File: src/rtl/adder_pkg.sv
// Shared definitions for the skewed pipelined adder: the add/sub mode encoding
// and helpers that work out the stage count and the bit range of each chunk.
package adder_pkg;

  typedef enum logic {
    MODE_ADD = 1'b0,
    MODE_SUB = 1'b1
  } mode_e;

  function automatic int stage_count(input int width, input int chunk);
    return (width + chunk - 1) / chunk;
  endfunction

  function automatic int chunk_lo(input int idx, input int chunk);
    return idx * chunk;
  endfunction

  // The last chunk is narrower when width is not a multiple of chunk.
  function automatic int chunk_width(input int width, input int chunk, input int idx);
    int lo;
    lo = idx * chunk;
    return ((width - lo) < chunk) ? (width - lo) : chunk;
  endfunction

endpackage

File: src/rtl/adder_chunk_stage.sv
// One pipeline stage: holds an in-flight beat and resolves one chunk of the sum,
// passing the carry on to the next stage. The ready path is combinational.
module adder_chunk_stage
  import adder_pkg::*;
#(
  parameter int WIDTH = 32,
  parameter int LO    = 0,
  parameter int CW    = 8
) (
  input  logic             clk,
  input  logic             rst_n,
  input  logic             up_valid,
  output logic             up_ready,
  input  logic [WIDTH-1:0] up_a,
  input  logic [WIDTH-1:0] up_b,
  input  logic [WIDTH-1:0] up_sum,
  input  logic             up_carry,
  input  logic             up_sub,
  output logic             dn_valid,
  input  logic             dn_ready,
  output logic [WIDTH-1:0] dn_a,
  output logic [WIDTH-1:0] dn_b,
  output logic [WIDTH-1:0] dn_sum,
  output logic             dn_carry,
  output logic             dn_cmsb,
  output logic             dn_sub
);

  logic             valid_reg;
  logic [WIDTH-1:0] a_reg;
  logic [WIDTH-1:0] b_reg;
  logic [WIDTH-1:0] sum_reg;
  logic             carry_reg;
  mode_e            mode_reg;
  logic             load;
  logic             ripple_c;

  // A held beat leaves whenever downstream can take it, so ready is ~v | adv.
  assign up_ready = ~valid_reg | dn_ready;
  assign load     = up_valid & up_ready;

  always_ff @(posedge clk or negedge rst_n) begin
    if (!rst_n) begin
      valid_reg <= 1'b0;
      a_reg     <= '0;
      b_reg     <= '0;
      sum_reg   <= '0;
      carry_reg <= 1'b0;
      mode_reg  <= MODE_ADD;
    end else begin
      if (load) begin
        valid_reg <= 1'b1;
      end else if (dn_ready) begin
        valid_reg <= 1'b0;
      end
      // Data registers only move when a beat actually arrives.
      if (load) begin
        a_reg     <= up_a;
        b_reg     <= up_b;
        sum_reg   <= up_sum;
        carry_reg <= up_carry;
        mode_reg  <= mode_e'(up_sub);
      end
    end
  end

  always_comb begin
    dn_sum   = sum_reg;
    dn_cmsb  = 1'b0;
    dn_carry = 1'b0;
    ripple_c = carry_reg;
    for (int i = 0; i < CW; i++) begin
      // After the last iteration this holds the carry into the chunk's top bit.
      dn_cmsb        = ripple_c;
      dn_sum[LO + i] = a_reg[LO + i] ^ b_reg[LO + i] ^ ripple_c;
      ripple_c       = (a_reg[LO + i] & b_reg[LO + i]) |
                       (ripple_c & (a_reg[LO + i] ^ b_reg[LO + i]));
    end
    dn_carry = ripple_c;
  end

  assign dn_valid = valid_reg;
  assign dn_a     = a_reg;
  assign dn_b     = b_reg;
  assign dn_sub   = mode_reg;

endmodule

File: src/rtl/skewed_pipelined_adder.sv
// WIDTH-bit add/subtract resolved CHUNK bits per stage with valid/ready flow control;
// the top maps stage 0 entry, the chain of chunk stages and the output register.
module skewed_pipelined_adder
  import adder_pkg::*;
#(
  parameter int WIDTH = 32,
  parameter int CHUNK = 8
) (
  input  logic             clk,
  input  logic             rst_n,
  input  logic             in_valid,
  output logic             in_ready,
  input  logic [WIDTH-1:0] a,
  input  logic [WIDTH-1:0] b,
  input  logic             cin,
  input  logic             sub,
  output logic             out_valid,
  input  logic             out_ready,
  output logic [WIDTH-1:0] s,
  output logic             cout,
  output logic             ovf
);

  localparam int STAGES = stage_count(WIDTH, CHUNK);

  logic [WIDTH-1:0] a_pipe   [0:STAGES];
  logic [WIDTH-1:0] b_pipe   [0:STAGES];
  logic [WIDTH-1:0] sum_pipe [0:STAGES];
  logic [STAGES:0]  carry_pipe;
  logic [STAGES:0]  sub_pipe;
  logic [STAGES:0]  valid_pipe;
  logic [STAGES:0]  ready_pipe;
  logic [STAGES-1:0] cmsb_vec;

  logic             run_reg;
  logic             out_valid_reg;
  logic [WIDTH-1:0] s_reg;
  logic             cout_reg;
  logic             ovf_reg;
  logic             out_load;
  logic             unused_sink;

  // Holds off input acceptance until the first clock after reset release.
  always_ff @(posedge clk or negedge rst_n) begin
    if (!rst_n) begin
      run_reg <= 1'b0;
    end else begin
      run_reg <= 1'b1;
    end
  end

  assign valid_pipe[0] = in_valid & run_reg;
  assign in_ready      = ready_pipe[0] & run_reg;
  assign a_pipe[0]     = a;
  assign b_pipe[0]     = (mode_e'(sub) == MODE_SUB) ? ~b : b;
  assign sum_pipe[0]   = '0;
  assign carry_pipe[0] = (mode_e'(sub) == MODE_SUB) ? 1'b1 : cin;
  assign sub_pipe[0]   = sub;

  generate
    for (genvar gi = 0; gi < STAGES; gi++) begin : g_stage
      adder_chunk_stage #(
        .WIDTH (WIDTH),
        .LO    (chunk_lo(gi, CHUNK)),
        .CW    (chunk_width(WIDTH, CHUNK, gi))
      ) u_stage (
        .clk      (clk),
        .rst_n    (rst_n),
        .up_valid (valid_pipe[gi]),
        .up_ready (ready_pipe[gi]),
        .up_a     (a_pipe[gi]),
        .up_b     (b_pipe[gi]),
        .up_sum   (sum_pipe[gi]),
        .up_carry (carry_pipe[gi]),
        .up_sub   (sub_pipe[gi]),
        .dn_valid (valid_pipe[gi+1]),
        .dn_ready (ready_pipe[gi+1]),
        .dn_a     (a_pipe[gi+1]),
        .dn_b     (b_pipe[gi+1]),
        .dn_sum   (sum_pipe[gi+1]),
        .dn_carry (carry_pipe[gi+1]),
        .dn_cmsb  (cmsb_vec[gi]),
        .dn_sub   (sub_pipe[gi+1])
      );
    end
  endgenerate

  // The output register is the final pipeline slot.
  assign ready_pipe[STAGES] = ~out_valid_reg | out_ready;
  assign out_load           = valid_pipe[STAGES] & ready_pipe[STAGES];

  always_ff @(posedge clk or negedge rst_n) begin
    if (!rst_n) begin
      out_valid_reg <= 1'b0;
      s_reg         <= '0;
      cout_reg      <= 1'b0;
      ovf_reg       <= 1'b0;
    end else begin
      if (out_load) begin
        out_valid_reg <= 1'b1;
        s_reg         <= sum_pipe[STAGES];
        cout_reg      <= carry_pipe[STAGES];
        ovf_reg       <= cmsb_vec[STAGES-1] ^ carry_pipe[STAGES];
      end else if (out_ready) begin
        out_valid_reg <= 1'b0;
      end
    end
  end

  // Fully consumed operands and intermediate MSB carries have no further use.
  assign unused_sink = ^{a_pipe[STAGES], b_pipe[STAGES], sub_pipe[STAGES], cmsb_vec};

  assign out_valid = out_valid_reg;
  assign s         = s_reg;
  assign cout      = cout_reg;
  assign ovf       = ovf_reg;

endmodule

File: config.mk
export PLATFORM = sky130hd
export DESIGN_NAME = skewed_pipelined_adder
export DESIGN_NICKNAME = d
export VERILOG_FILES = /design/src/rtl/adder_pkg.sv /design/src/rtl/adder_chunk_stage.sv /design/src/rtl/skewed_pipelined_adder.sv
export SDC_FILE = /design/constraint.sdc
export NUM_CORES = 1
export LEC_CHECK = 0
export BUFFER_PORTS_ARGS = -buffer_cell sky130_fd_sc_hd__buf_4
export CORE_MARGIN = 5
export CORE_UTILIZATION = 57
export DETAILED_ROUTE_END_ITERATION = 10
export PLACE_DENSITY = 0.77
export REMOVE_ABC_BUFFERS = 1
export SLEW_MARGIN = 25
export SYNTH_ARGS = -nofsm -noshare
export SYNTH_HDL_FRONTEND = slang
export SYNTH_SLANG_ARGS = --single-unit
export TNS_END_PERCENT = 20
File: constraint.sdc
create_clock -name clk -period 4.17 [get_ports clk]
set_clock_uncertainty 0.2 [all_clocks]
set_input_delay 0.2085 -clock clk [delete_from_list [all_inputs] [get_ports clk]]
set_output_delay 0.2085 -clock clk [all_outputs]
set_load 0.05 [all_outputs]
* Word-level counts from Yosys, hierarchy flattened *
Cells that the tools add are included.

word-level totals
  register bits after elaboration = 348
  input bits = 70
  output and inout port bits = 36
  word-level logic and storage cells = 220

cells by class
  mux-type cells = 12
  bitwise logic cells = 179
  reduce and logical (&&, ||, !) cells = 5

operator list
  cell                number
  bitwise AND 1 bit   71
  bitwise XOR 1 bit   65
  OR 1 bit            37
  2-to-1 mux 32 bit   1
  NOT 32 bit          1
  2-to-1 mux 1 bit    11
  nonzero test 2 bit  5
  NOT 1 bit           5

* Logic depth before layout (Yosys ltp) *
Gate-level depths: netlist of run 1.

  depth in word-level cells = 18
  mapped depth = 13
  depth with buffers taken out = 13

* Cells and area by module *
Synthesis of run 1 repeated with hierarchy kept, for this count alone.

unflattened totals
  cell total of the unflattened synthesis = 962
  area total of the unflattened synthesis = 16465.8 µm²

by module, submodules not included
  module                  instances  cells each  area an instance (µm²)
  adder_chunk_stage       4          211         3658.5
  skewed_pipelined_adder  1          118         1831.8

* Least setup slack after synthesis of run 1 *
No wires, ideal clock.

  path kind = register -> register
  start point = register g_stage[3].u_stage.a_reg[24]
  end point = register ovf_reg, in the netlist ovf
  setup time = 0.125 ns
  arrival = 3.511 ns
  data required time = 3.845 ns
  slack = 0.334 ns
  cell stages (with the launch flop) = 14
  path buffers = 0
  period minus slack after synthesis = 3.836 ns
  path through = dfrtp_1 fa_1 fa_1 fa_1 fa_1 fa_1 inv_1 fa_1 inv_1 fa_1 inv_1 fa_1 xnor2_1 mux2_2

on the way
  word-level cells in the longest chain between the ends = 18
  elaborated cells on any way between the ends = 19

ends and longest elaborated chain
  item                    RTL line                       RTL
  from (decl)             adder_chunk_stage.sv:30        logic [WIDTH-1:0] a_reg;
  from (signal assigned)  adder_chunk_stage.sv:58        a_reg <= up_a;
  bitwise XOR 1 bit       adder_chunk_stage.sv:77        (ripple_c & (a_reg[LO + i] ^ b_reg[LO + i]));
  bitwise AND 1 bit       adder_chunk_stage.sv:77
  OR 1 bit (*)            adder_chunk_stage.sv:76        ripple_c = (a_reg[LO + i] & b_reg[LO + i]) |
  bitwise AND 1 bit (*)   adder_chunk_stage.sv:77
  OR 1 bit (*)            adder_chunk_stage.sv:76
  bitwise AND 1 bit (*)   adder_chunk_stage.sv:77
  OR 1 bit (*)            adder_chunk_stage.sv:76
  bitwise AND 1 bit (*)   adder_chunk_stage.sv:77
  [... 2 more ...]        --
  OR 1 bit (*)            adder_chunk_stage.sv:76
  bitwise AND 1 bit (*)   adder_chunk_stage.sv:77
  OR 1 bit (*)            adder_chunk_stage.sv:76
  bitwise AND 1 bit (*)   adder_chunk_stage.sv:77
  OR 1 bit (*)            adder_chunk_stage.sv:76
  bitwise AND 1 bit       adder_chunk_stage.sv:77
  OR 1 bit                adder_chunk_stage.sv:76
  bitwise XOR 1 bit (*)   skewed_pipelined_adder.sv:103  ovf_reg <= cmsb_vec[STAGES-1] ^ carry_pipe[STAGES];
  to (signal assigned)    skewed_pipelined_adder.sv:103
  to (decl)               skewed_pipelined_adder.sv:39   logic ovf_reg;

Every way passes the cells marked *; elsewhere a longest branch is shown, timed or not.
A chain may end at the register's enable or synchronous reset.

* Final worst setup path of run 1 *
  start point = register g_stage[2].u_stage.b_reg[16]
  end point = register g_stage[3].u_stage.sum_reg[23]

on the way
  word-level cells in the longest chain between the ends = 16
  elaborated cells on any way between the ends = 17

ends and longest elaborated chain
  item                    RTL line                 RTL
  from (decl)             adder_chunk_stage.sv:31  logic [WIDTH-1:0] b_reg;
  from (signal assigned)  adder_chunk_stage.sv:59  b_reg <= up_b;
  bitwise XOR 1 bit       adder_chunk_stage.sv:77
  bitwise AND 1 bit       adder_chunk_stage.sv:77
  OR 1 bit (*)            adder_chunk_stage.sv:76
  bitwise AND 1 bit (*)   adder_chunk_stage.sv:77
  OR 1 bit (*)            adder_chunk_stage.sv:76
  bitwise AND 1 bit (*)   adder_chunk_stage.sv:77
  OR 1 bit (*)            adder_chunk_stage.sv:76
  bitwise AND 1 bit (*)   adder_chunk_stage.sv:77
  OR 1 bit (*)            adder_chunk_stage.sv:76
  bitwise AND 1 bit (*)   adder_chunk_stage.sv:77
  OR 1 bit (*)            adder_chunk_stage.sv:76
  bitwise AND 1 bit (*)   adder_chunk_stage.sv:77
  OR 1 bit (*)            adder_chunk_stage.sv:76
  bitwise AND 1 bit (*)   adder_chunk_stage.sv:77
  OR 1 bit (*)            adder_chunk_stage.sv:76
  bitwise XOR 1 bit (*)   adder_chunk_stage.sv:75  dn_sum[LO + i] = a_reg[LO + i] ^ b_reg[LO + i] ^ ripple_c;
  to (signal assigned)    adder_chunk_stage.sv:60  sum_reg <= up_sum;
  to (decl)               adder_chunk_stage.sv:32  logic [WIDTH-1:0] sum_reg;

Marked as above.

==> results of run 1 <==
[Yosys cell counts]
library cell               number  area (um2)
sky130_fd_sc_hd__buf_2         16        80.1
sky130_fd_sc_hd__mux2_4        40         601
sky130_fd_sc_hd__a31oi_1        1        6.26
sky130_fd_sc_hd__nand3b_1       1        7.51
sky130_fd_sc_hd__and4b_1        1        10.0
sky130_fd_sc_hd__inv_1         38         143
sky130_fd_sc_hd__xor2_1        30         263
sky130_fd_sc_hd__nor2_1         1        3.75
sky130_fd_sc_hd__nand2b_1       3        18.8
sky130_fd_sc_hd__mux2_2       150        1690
sky130_fd_sc_hd__fa_1          32         641
sky130_fd_sc_hd__xnor2_1        3        26.3
sky130_fd_sc_hd__nand2_1        6        22.5
sky130_fd_sc_hd__buf_4          7        52.6
sky130_fd_sc_hd__clkbuf_1       1        3.75
sky130_fd_sc_hd__conb_1         1        3.75
sky130_fd_sc_hd__mux2_1        41         462
sky130_fd_sc_hd__nand3_1        1        5.00
sky130_fd_sc_hd__o21bai_1       2        15.0
sky130_fd_sc_hd__o21ai_1        2        10.0
sky130_fd_sc_hd__and2_1         1        6.26
sky130_fd_sc_hd__buf_6          5        56.3
sky130_fd_sc_hd__dfrtp_1      252        6310
sky130_fd_sc_hd__mux2i_1       15         150
[cell families after synthesis]
logic type	share of synthesized area
simple gates	0.00698
compound gates	0.00296
other cells	0.000354
xor+xnor	0.0273
mux	0.274
flops	0.596
buf+inv	0.0317
fa+ha+maj	0.0605
[report_power, final]
part | leakage, nW | internal (mW) | switching [mW]
sequential | 2.98 | 3.30 | 0.503
combinational | 2.67 | 1.26 | 1.36
clock | 0.403 | 1.33 | 0.885
total | 6.05 | 5.90 | 2.75
[worst paths after layout]
kind	startpoint	to	slack, ps	depth (start not counted)
worst max-delay path	g_stage[2].u_stage.dn_b[16]$_DFFE_PN0P_	g_stage[3].u_stage.sum_reg[23]$_DFFE_PN0P_	150	12
worst min-delay path	rst_n	g_stage[0].u_stage.dn_b[5]$_DFFE_PN0P_	160	2
worst max register to register	g_stage[2].u_stage.dn_b[16]$_DFFE_PN0P_	g_stage[3].u_stage.sum_reg[23]$_DFFE_PN0P_	150	12
worst min register to register	g_stage[0].u_stage.dn_b[27]$_DFFE_PN0P_	g_stage[0].u_stage.dn_b[27]$_DFFE_PN0P_	280	1
max in group asynchronous	rst_n	g_stage[2].u_stage.dn_a[16]$_DFFE_PN0P_	2500	3
min in group clk	sub	g_stage[0].u_stage.carry_reg$_DFFE_PN0P_	180	3
[metal layers]
metal,GRT usage,vias up
li1,-,2541
met5,0,-
met1,0.251,2919
met4,0.0433,0
met3,0.0276,27
met2,0.333,93
[cell type report]
class / count / area [um2] / area share
sequential: 252 / 6310 / 0.481
tap: 229 / 287 / 0.0219
clock buffer: 39 / 771 / 0.0588
clock inverter: 5 / 52.6 / 0.00401
inverter: 38 / 143 / 0.0109
multi-input combinational: 331 / 3990 / 0.304
timing repair buffer: 181 / 1560 / 0.119
[timing repair]
item	4_1_cts	5_1_grt
hold buffers	68	0
hold endpoints to repair	177	0
endpoints found under the setup margin	0	2
resized for setup	0	1
[per-stage QoR]
step | std cells | power, mW | cell area [um2]
after floorplan | 621 | 5.58 | 10400
after global placement | 963 | 6.26 | 11600
after detailed placement | 963 | 6.45 | 11600
after CTS | 1075 | 8.75 | 13100
after global routing | 1075 | 9.19 | 13100
final | 1075 | 8.64 | 13100
==> out/metrics.cfg, run 1 <==
[worst_setup_path]
cp_common_cell=sky130_fd_sc_hd__fa_1
path_class=flop to flop
timing.critical_path.max_delay_family=adder cells
crit_arrival_ps=4250
start_kind=flop
crit_path_max_incr_delay_ps=420
worst_ep_required_time_ps=4400
cp.buffers_inverters=3
crit_path_end_kind=flop
critPathMaxFanout=2
critical_path.cell_chain=inv_1 > fa_1 > inv_1 > fa_1 > fa_1 > fa_1 > fa_1 > fa_1 > fa_1 > inv_1 > fa_1 > mux2i_1
critical-path-slowest-cell=sky130_fd_sc_hd__fa_1

[routing]
drt-wirelength-per-cell_um=17.8
drt_pre_antenna_iters=4
vias=5580
drt-total-wl_um=19100
met3WireLength_um=670
highest_layer=met4
wl_met2_um=10100
drc_errors=0
antenna_violating_nets_post_route=0
drt_iter0_markers=138
route.detailed.vias_per_inst=5.19
drt-met1-wl_um=8040

[global_route]
globalRoute.totalOverflow=0
grt_antenna_before_repair=0
grt_pass1_wl_um=33400
pin_count_of_the_biggest_net_entering_global_routing=111
grt_usage=0.189
first_global_vias=6567

[layout]
final.fill_count=1158
antennaDiodeCount=0
area_growth_pct=23.9
layout-drive-gt1-share=0.409
final_cell_mix=sky130_fd_sc_hd__dfrtp_1, sky130_fd_sc_hd__mux2_2, sky130_fd_sc_hd__buf_4
final_core_area_utilization=0.722
leading_cell_type_in_the_layout_fill_and_taps_excluded=sky130_fd_sc_hd__dfrtp_1
finish.net_count=932

[clock_tree]
cts.sinks=252
cts-root-buf=sky130_fd_sc_hd__clkbuf_16
path_clk_slew_ps=60
postCtsSetupRepairBufs=0
cts_max_level=1
number_of_buffers_on_the_longest_clock_path=3
cts_tree=built
cts_buffers=26
clk-insertion-delay-late_ps=510

[worst_hold_path]
min-delay-path-class=primary input to async pin

[logic_synthesis]
mappedNetlistArea_um2=10600
post_synth_inst_count=650
synth-seq-cells=252
synth.avg_cell_area_um2=16.3
synthDistinctLibCells=24
synth_seq_area_share=0.596
synth-warning-count=0

[placed_design]
globalplace.congestion=0.771
placement.io_buffers=105
hpwl_um=11800
place_worst_setup_slack_ps=139

[sta]
worst_margin_slew_ps=985
final-setup-viol-count=0
timing.slew.headroom=0.341
layout_setup_ws_ps=149
slew_violations=0
finalHoldViolCount=0
timing.hold.ws_ps=158
final.min_clock_period_ps=4020
setup_repair_after_global_routing_missed_its_margin=no
final.period_utilization=0.964
setup-tns-final_ps=0
achievable-frequency_ghz=0.249

[floorplanning]
coreArea_um2=18100
die_w_um=146
initial_utilization=0.583
die_height_um=146
die_area_um2=21400
ioPinCount=106
num_rows=49

[flow_run]
timing.max_cap.violations=0

[pwr]
vdd_ir_drop_max_v=0.000459
power_per_cell_area_nw_per_um2=659
power_leakage_nw=6.05

[status]
run_status=complete, no violations

Power figures use the tool's default switching activity.
==> run 2, diff against run 1 <==
--- a/config.mk
+++ b/config.mk
@@ -6,7 +6,7 @@
 export NUM_CORES = 1
 export LEC_CHECK = 0
 export BUFFER_PORTS_ARGS = -buffer_cell sky130_fd_sc_hd__buf_4
-export CORE_MARGIN = 5
+export CORE_MARGIN = 2
 export CORE_UTILIZATION = 57
 export DETAILED_ROUTE_END_ITERATION = 10
 export PLACE_DENSITY = 0.77
==> run 2 against run 1 <==
Clock power rose by 15%. Register-to-register slack about the same. Largest cell class unchanged. Worst hold slack lost 46 ps. Fmax is 0.12% higher. Sequential power about the same. Sequential share of layout area decreased by 0.64 points. Sequential cell count stayed put. Utilization is 1.2 points higher. Setup slack improved by 4.6 ps. Critical endpoint unchanged. Highest routed layer unchanged. Global-route usage grew 2.0 points. Final cell count grew 0.28%.
==> out/metrics.cfg, run 2 (synthesis gave the netlist of run 1 again) <==
[layout]
area_growth_pct=25.6
leading_cell_type_in_the_layout_fill_and_taps_excluded=sky130_fd_sc_hd__dfrtp_1
finish.net_count=932  ; unchanged
final_cell_mix=sky130_fd_sc_hd__dfrtp_1, sky130_fd_sc_hd__mux2_2, sky130_fd_sc_hd__buf_4
layout.cell_area.non_filler_um2=13300  ; +1.4%
layout-drive-gt1-share=0.416  ; +0.00729

[placed_design]
placement.io_buffers=105  ; unchanged
hpwl_um=11700  ; -0.76%
globalplace.congestion=0.800  ; +3.8%
placed_cell_area_um2=11600  ; about the same

[clock_tree]
number_of_buffers_on_the_longest_clock_path=3  ; unchanged
cts_tree=built
path_clk_slew_ps=60  ; about the same
cts_max_level=1  ; unchanged
cts-root-buf=sky130_fd_sc_hd__clkbuf_16
clk-insertion-delay-late_ps=520  ; about the same
postCtsSetupRepairBufs=0  ; unchanged
cts.sinks=252  ; unchanged
cts_buffers=26  ; unchanged

[worst_setup_path]
start_kind=flop
worst_setup_sp=g_stage[2].u_stage.dn_a[16]$_DFFE_PN0P_
critPathMaxFanout=2  ; unchanged
worst_ep_required_time_ps=4410  ; about the same
critical_path.cell_chain=inv_1 > fa_1 > inv_1 > fa_1 > fa_1 > fa_1 > fa_1 > fa_2 > fa_1 > inv_1 > fa_1 > mux2i_1
critical-path-slowest-cell=sky130_fd_sc_hd__fa_1
crit_arrival_ps=4250  ; about the same
cp_common_cell=sky130_fd_sc_hd__fa_1
path_class=flop to flop
reg2reg_from=g_stage[2].u_stage.dn_a[16]$_DFFE_PN0P_
crit_path_max_incr_delay_ps=420  ; about the same
crit_path_end_kind=flop

[global_route]
grt_antenna_before_repair=1  ; +1
first_global_vias=6545  ; -0.34%
grt_usage=0.209  ; +0.0200
grt_pass1_wl_um=32800  ; -1.8%
pin_count_of_the_biggest_net_entering_global_routing=112  ; +0.90%
globalRoute.totalOverflow=0  ; unchanged

[floorplanning]
die_area_um2=19700  ; -8.0%
die_height_um=140  ; -4.1%
ioPinCount=106  ; unchanged
coreArea_um2=18100  ; -0.34%
die_w_um=140  ; -4.1%
initial_utilization=0.585  ; +0.00198
num_rows=49  ; unchanged

[routing]
drt_pre_antenna_iters=4  ; unchanged
drt-wirelength-per-cell_um=18.1  ; +1.7%
drt_iter0_markers=228  ; +65%
vias=5671  ; +1.6%
drc_errors=0  ; unchanged
route.detailed.vias_per_inst=5.26  ; +1.3%
antenna_violating_nets_post_route=0  ; unchanged
drt-total-wl_um=19500  ; +2.0%

[pwr]
vdd_ir_drop_max_v=0.000300  ; -35%
power_per_cell_area_nw_per_um2=679  ; +2.9%
power_leakage_nw=6.13  ; +1.3%
netSwitchingPower_mw=2.80  ; +2.0%
clock_power_share=0.283  ; +0.027
pwr-share-comb=0.293  ; -0.011
seq_power_share=0.424  ; -0.017
switching_share=0.311  ; -0.00713
intPower_mw=6.21  ; +5.4%

[sta]
final-setup-viol-count=0  ; unchanged
timing.slew.headroom=0.339  ; -0.00194
final.min_clock_period_ps=4020  ; -4.64 ps
worst_margin_slew_ps=988  ; +2.90 ps
timing.hold.ws_ps=112  ; -46.1 ps
achievable-frequency_ghz=0.249  ; +0.12%
setup_repair_after_global_routing_missed_its_margin=no
final.period_utilization=0.963  ; -0.00111
finalHoldViolCount=0  ; unchanged
slew_violations=0  ; unchanged

[flow_run]
timing.max_cap.violations=0  ; unchanged

[worst_hold_path]
min-delay-path-class=primary input to async pin

[status]
run_status=complete, no violations

==> run 2: final cells by class <==
class | count | area, um2
antenna | 1 | 2.50
multi-input combinational | 331 | 4000
sequential | 252 | 6310
inverter | 38 | 143
timing repair buffer | 181 | 1590
clock inverter | 9 | 195
clock buffer | 37 | 763
fill | 1124 | 4800
tap | 229 | 287
==> run 2: critical path: cells and delay by family, from the launching register on <==
family	cells	cell delay, ps
flops	1	390
buf+inv	3	230
fa+ha+maj	8	2990
mux	1	120
==> run 2: power groups by stage <==
| stage | Clock, mW | Combinational [mW] | Sequential [mW] |
|---|---|---|---|
| finish | 2.55 | 2.64 | 3.83 |
| global route | 2.70 | 2.88 | 3.93 |
| CTS | 2.60 | 2.67 | 3.83 |
| detailed placement | 0 | 2.60 | 3.87 |
| global placement | 0 | 2.46 | 3.80 |
| floorplan | 0 | 1.30 | 4.28 |
==> run 2: final timing paths <==
check | cells after the start | slack (ps) | to
min reg2reg | 1 | 280 | g_stage[1].u_stage.dn_b[27]$_DFFE_PN0P_
min in group clk | 3 | 140 | g_stage[0].u_stage.carry_reg$_DFFE_PN0P_
min | 2 | 110 | g_stage[0].u_stage.dn_b[6]$_DFFE_PN0P_
max | 12 | 150 | g_stage[3].u_stage.sum_reg[23]$_DFFE_PN0P_
max in group asynchronous | 3 | 2600 | g_stage[3].u_stage.sum_reg[15]$_DFFE_PN0P_
max reg2reg | 12 | 150 | g_stage[3].u_stage.sum_reg[23]$_DFFE_PN0P_
==> run 2: what timing repair did <==
| item | in CTS | in global routing |
|---|---|---|
| hold buffers | 68 | 0 |
| resized for setup | 0 | 4 |
| endpoints found under the setup margin | 0 | 3 |
| hold endpoints to repair | 178 | 0 |
==> run 2: stage by stage <==
step | setup WS [ps] | setup TNS [ps] | total power [mW] | utilization | std cells
floorplan | -2220 | -146170 | 5.58 | - | 621
global placement | 201 | 0 | 6.26 | 0.642 | 962
detailed placement | 55.2 | 0 | 6.47 | 0.642 | 962
CTS | 32.2 | 0 | 9.11 | 0.732 | 1076
global route | 17.0 | 0 | 9.52 | 0.735 | 1078
finish | 154 | 0 | 9.02 | 0.735 | 1078
==> run 2: routing by layer <==
| metal | global-route usage | part of all wire |
|---|---|---|
| met5 | 0 | 0 |
| met4 | 0.0686 | 0.023 |
| met3 | 0.0301 | 0.032 |
| met2 | 0.378 | 0.53 |
| met1 | 0.260 | 0.42 |
==> run 3, diff against run 2 <==
--- a/config.mk
+++ b/config.mk
@@ -5,11 +5,13 @@
 export SDC_FILE = /design/constraint.sdc
 export NUM_CORES = 1
 export LEC_CHECK = 0
-export BUFFER_PORTS_ARGS = -buffer_cell sky130_fd_sc_hd__buf_4
+export BUFFER_PORTS_ARGS = -buffer_cell sky130_fd_sc_hd__buf_2
+export CELL_PAD_IN_SITES_DETAIL_PLACEMENT = 0
+export CELL_PAD_IN_SITES_GLOBAL_PLACEMENT = 1
 export CORE_MARGIN = 2
-export CORE_UTILIZATION = 57
+export CORE_UTILIZATION = 50
 export DETAILED_ROUTE_END_ITERATION = 10
-export PLACE_DENSITY = 0.77
+export PLACE_DENSITY_LB_ADDON = 0.1
 export REMOVE_ABC_BUFFERS = 1
 export SLEW_MARGIN = 25
 export SYNTH_ARGS = -nofsm -noshare
==> constraint.sdc (replaced) <==
create_clock -name clk -period 4.6 [get_ports clk]
set_clock_uncertainty 0.2 [all_clocks]
set_input_delay 0.23 -clock clk [delete_from_list [all_inputs] [get_ports clk]]
set_output_delay 0.23 -clock clk [all_outputs]
set_load 0.05 [all_outputs]
==> run 3 against run 2 <==
Setup slack better by 420 ps. First-iteration DRC count decreased by 42%. Total power shrank 15%. Global-route usage fell by 3.3 points. Worst hold slack improved by 36 ps. Sequential cell count unchanged. Utilization shrank 11 points. Via count shrank 1.4%. Final area fell by 2.5%. Critical path depth rose by 1. Combinational power decreased by 16%. Count of clock-buffer cells in the layout increased by 3.
==> out/metrics.cfg, run 3 (synthesis gave the netlist of run 1 again) <==
[status]
run_status=complete, no violations

[worst_setup_path]
crit_path_end_kind=flop
critical_path.cell_chain=fa_1 > fa_1 > fa_1 > fa_1 > fa_1 > inv_1 > fa_1 > inv_1 > fa_1 > inv_1 > fa_1 > xnor2_1 > mux2_2
crit_path_max_incr_delay_ps=450  ; +30 ps
path_class=flop to flop
cp_common_cell=sky130_fd_sc_hd__fa_1
start_kind=flop
critical-path-slowest-cell=sky130_fd_sc_hd__fa_1
worst_setup_sp=g_stage[3].u_stage.dn_a[24]$_DFFE_PN0P_
reg2reg_from=g_stage[3].u_stage.dn_a[24]$_DFFE_PN0P_
crit_arrival_ps=4220  ; -30 ps
worst_ep_required_time_ps=4800  ; +390 ps
critPathMaxFanout=2  ; unchanged

[sta]
worst_margin_slew_ps=879  ; -109 ps
slew_violations=0  ; unchanged
timing.slew.headroom=0.414  ; +0.0749
setup_repair_after_global_routing_missed_its_margin=no
final.min_clock_period_ps=4020  ; +8.80 ps
achievable-frequency_ghz=0.248  ; -0.22%
setup-tns-final_ps=0  ; unchanged
final.period_utilization=0.875  ; -0.0881
finalHoldViolCount=0  ; unchanged
final-setup-viol-count=0  ; unchanged

[clock_tree]
cts_tree=built
postCtsSetupRepairBufs=0  ; unchanged
number_of_buffers_on_the_longest_clock_path=3  ; unchanged
cts_buffers=27  ; +3.8%
path_clk_slew_ps=60  ; about the same
cts.sinks=252  ; unchanged
clk-insertion-delay-late_ps=510  ; about the same
cts_max_level=1  ; unchanged
cts-root-buf=sky130_fd_sc_hd__clkbuf_16

[routing]
route.detailed.vias_per_inst=4.96  ; -5.7%
antenna_violating_nets_post_route=0  ; unchanged
drt_iter0_markers=132  ; -42%
drt-wirelength-per-cell_um=16.4  ; -9.3%
vias=5589  ; -1.4%
drt_pre_antenna_iters=4  ; unchanged
drc_errors=0  ; unchanged
drt-total-wl_um=18500  ; -5.2%

[placed_design]
hpwl_um=11300  ; -3.8%
placed_cell_area_um2=11400  ; -2.0%
globalplace.congestion=0.732  ; -8.5%
placement.io_buffers=105  ; unchanged

[global_route]
grt_antenna_before_repair=0  ; -1
grt_pass1_wl_um=31300  ; -4.3%
globalRoute.totalOverflow=0  ; unchanged
grt_use_met3=0.0287  ; -0.00143
grt.met2_usage=0.298  ; -0.0801
pin_count_of_the_biggest_net_entering_global_routing=133  ; +19%
grt.met1_usage=0.240  ; -0.0204
global_route.peak_usage_layer=met2
first_global_vias=6216  ; -5.0%
grt_usage=0.176  ; -0.0334

[pwr]
power_leakage_nw=5.99  ; -2.2%
power_per_cell_area_nw_per_um2=595  ; -12%
p_total_mw=7.70  ; -15%
vdd_ir_drop_max_v=0.000301  ; +0.18%

[floorplanning]
coreArea_um2=20900  ; +15%
num_rows=53  ; +8.2%
die_area_um2=22300  ; +14%
ioPinCount=106  ; unchanged
initial_utilization=0.507  ; -0.0785
die_height_um=149  ; +6.6%
die_w_um=149  ; +6.6%

[layout]
antennaDiodeCount=0  ; -1
area.sequential_um2=6310  ; unchanged
area_growth_pct=22.4
final_cell_mix=sky130_fd_sc_hd__dfrtp_1, sky130_fd_sc_hd__mux2_2, sky130_fd_sc_hd__buf_2
layout.cell_area.non_filler_um2=12900  ; -2.5%
layout-drive-gt1-share=0.411  ; -0.00548
finish.net_count=935  ; +0.32%
multiInputGateArea_um2=3990  ; -0.25%
final.fill_count=1622  ; +44%
leading_cell_type_in_the_layout_fill_and_taps_excluded=sky130_fd_sc_hd__dfrtp_1

[worst_hold_path]
hold_path.startpoint=sub
min-delay-path-class=primary input to flop

[flow_run]
timing.max_cap.violations=0  ; unchanged

-- run 3: final timing paths --
| kind | to | slack [ps] | depth (start not counted) |
|---|---|---|---|
| setup / recovery | ovf$_DFFE_PN0P_ | 580 | 13 |
| hold / removal | g_stage[0].u_stage.carry_reg$_DFFE_PN0P_ | 150 | 3 |
| setup reg to reg | ovf$_DFFE_PN0P_ | 580 | 13 |
| hold reg to reg | g_stage[1].u_stage.dn_b[27]$_DFFE_PN0P_ | 270 | 1 |
| max in group asynchronous | g_stage[1].u_stage.sum_reg[5]$_DFFE_PN0P_ | 2280 | 5 |
| min in group asynchronous | g_stage[0].u_stage.dn_a[30]$_DFFE_PN0P_ | 510 | 3 |
-- run 3: layout make-up --
cell class,count,share of cell area
Sequential cell,252,0.487
Multi-Input combinational cell,331,0.308
Timing Repair Buffer,183,0.102
Clock buffer,40,0.0606
Tap cell,275,0.0266
Inverter,38,0.0110
Clock inverter,8,0.00531
-- run 3: timing repair --
| action | CTS | global route |
|---|---|---|
| hold buffers | 68 | 1 |
| resized for setup | 0 | 0 |
| endpoints found under the hold margin | 198 | 32 |
-- run 3: worst max-delay path, delay by kind of cell, from the launching register on --
family / cells / cell delay (ps)
flip-flops: 1 / 400
adder cells (fa/ha/maj): 8 / 2760
XOR/XNOR: 1 / 70
multiplexers: 1 / 250
buffers and inverters: 3 / 220
-- run 3: metrics by stage --
| stage | utilization | setup WS (ps) | hold slack [ps] | instances |
|---|---|---|---|---|
| after floorplan | - | -1790 | -266 | 621 |
| after global routing | 0.620 | 383 | 194 | 1127 |
| after detailed placement | 0.544 | 545 | 207 | 1009 |
| final | 0.620 | 575 | 149 | 1127 |
| after global placement | 0.544 | 596 | 196 | 1009 |
| after CTS | 0.618 | 538 | 148 | 1125 |
-- run 3: report_power, final --
part	switching [mW]	internal (mW)
registers	0.434	2.99
clock network	0.828	1.23
logic	1.19	1.02
total	2.46	5.25
-- run 3: per-layer routing --
layer | wire (um) | part of all wire
met1 | 8390 | 0.45
met2 | 9160 | 0.49
met3 | 690 | 0.037
met4 | 264 | 0.014
met5 | 0 | 0
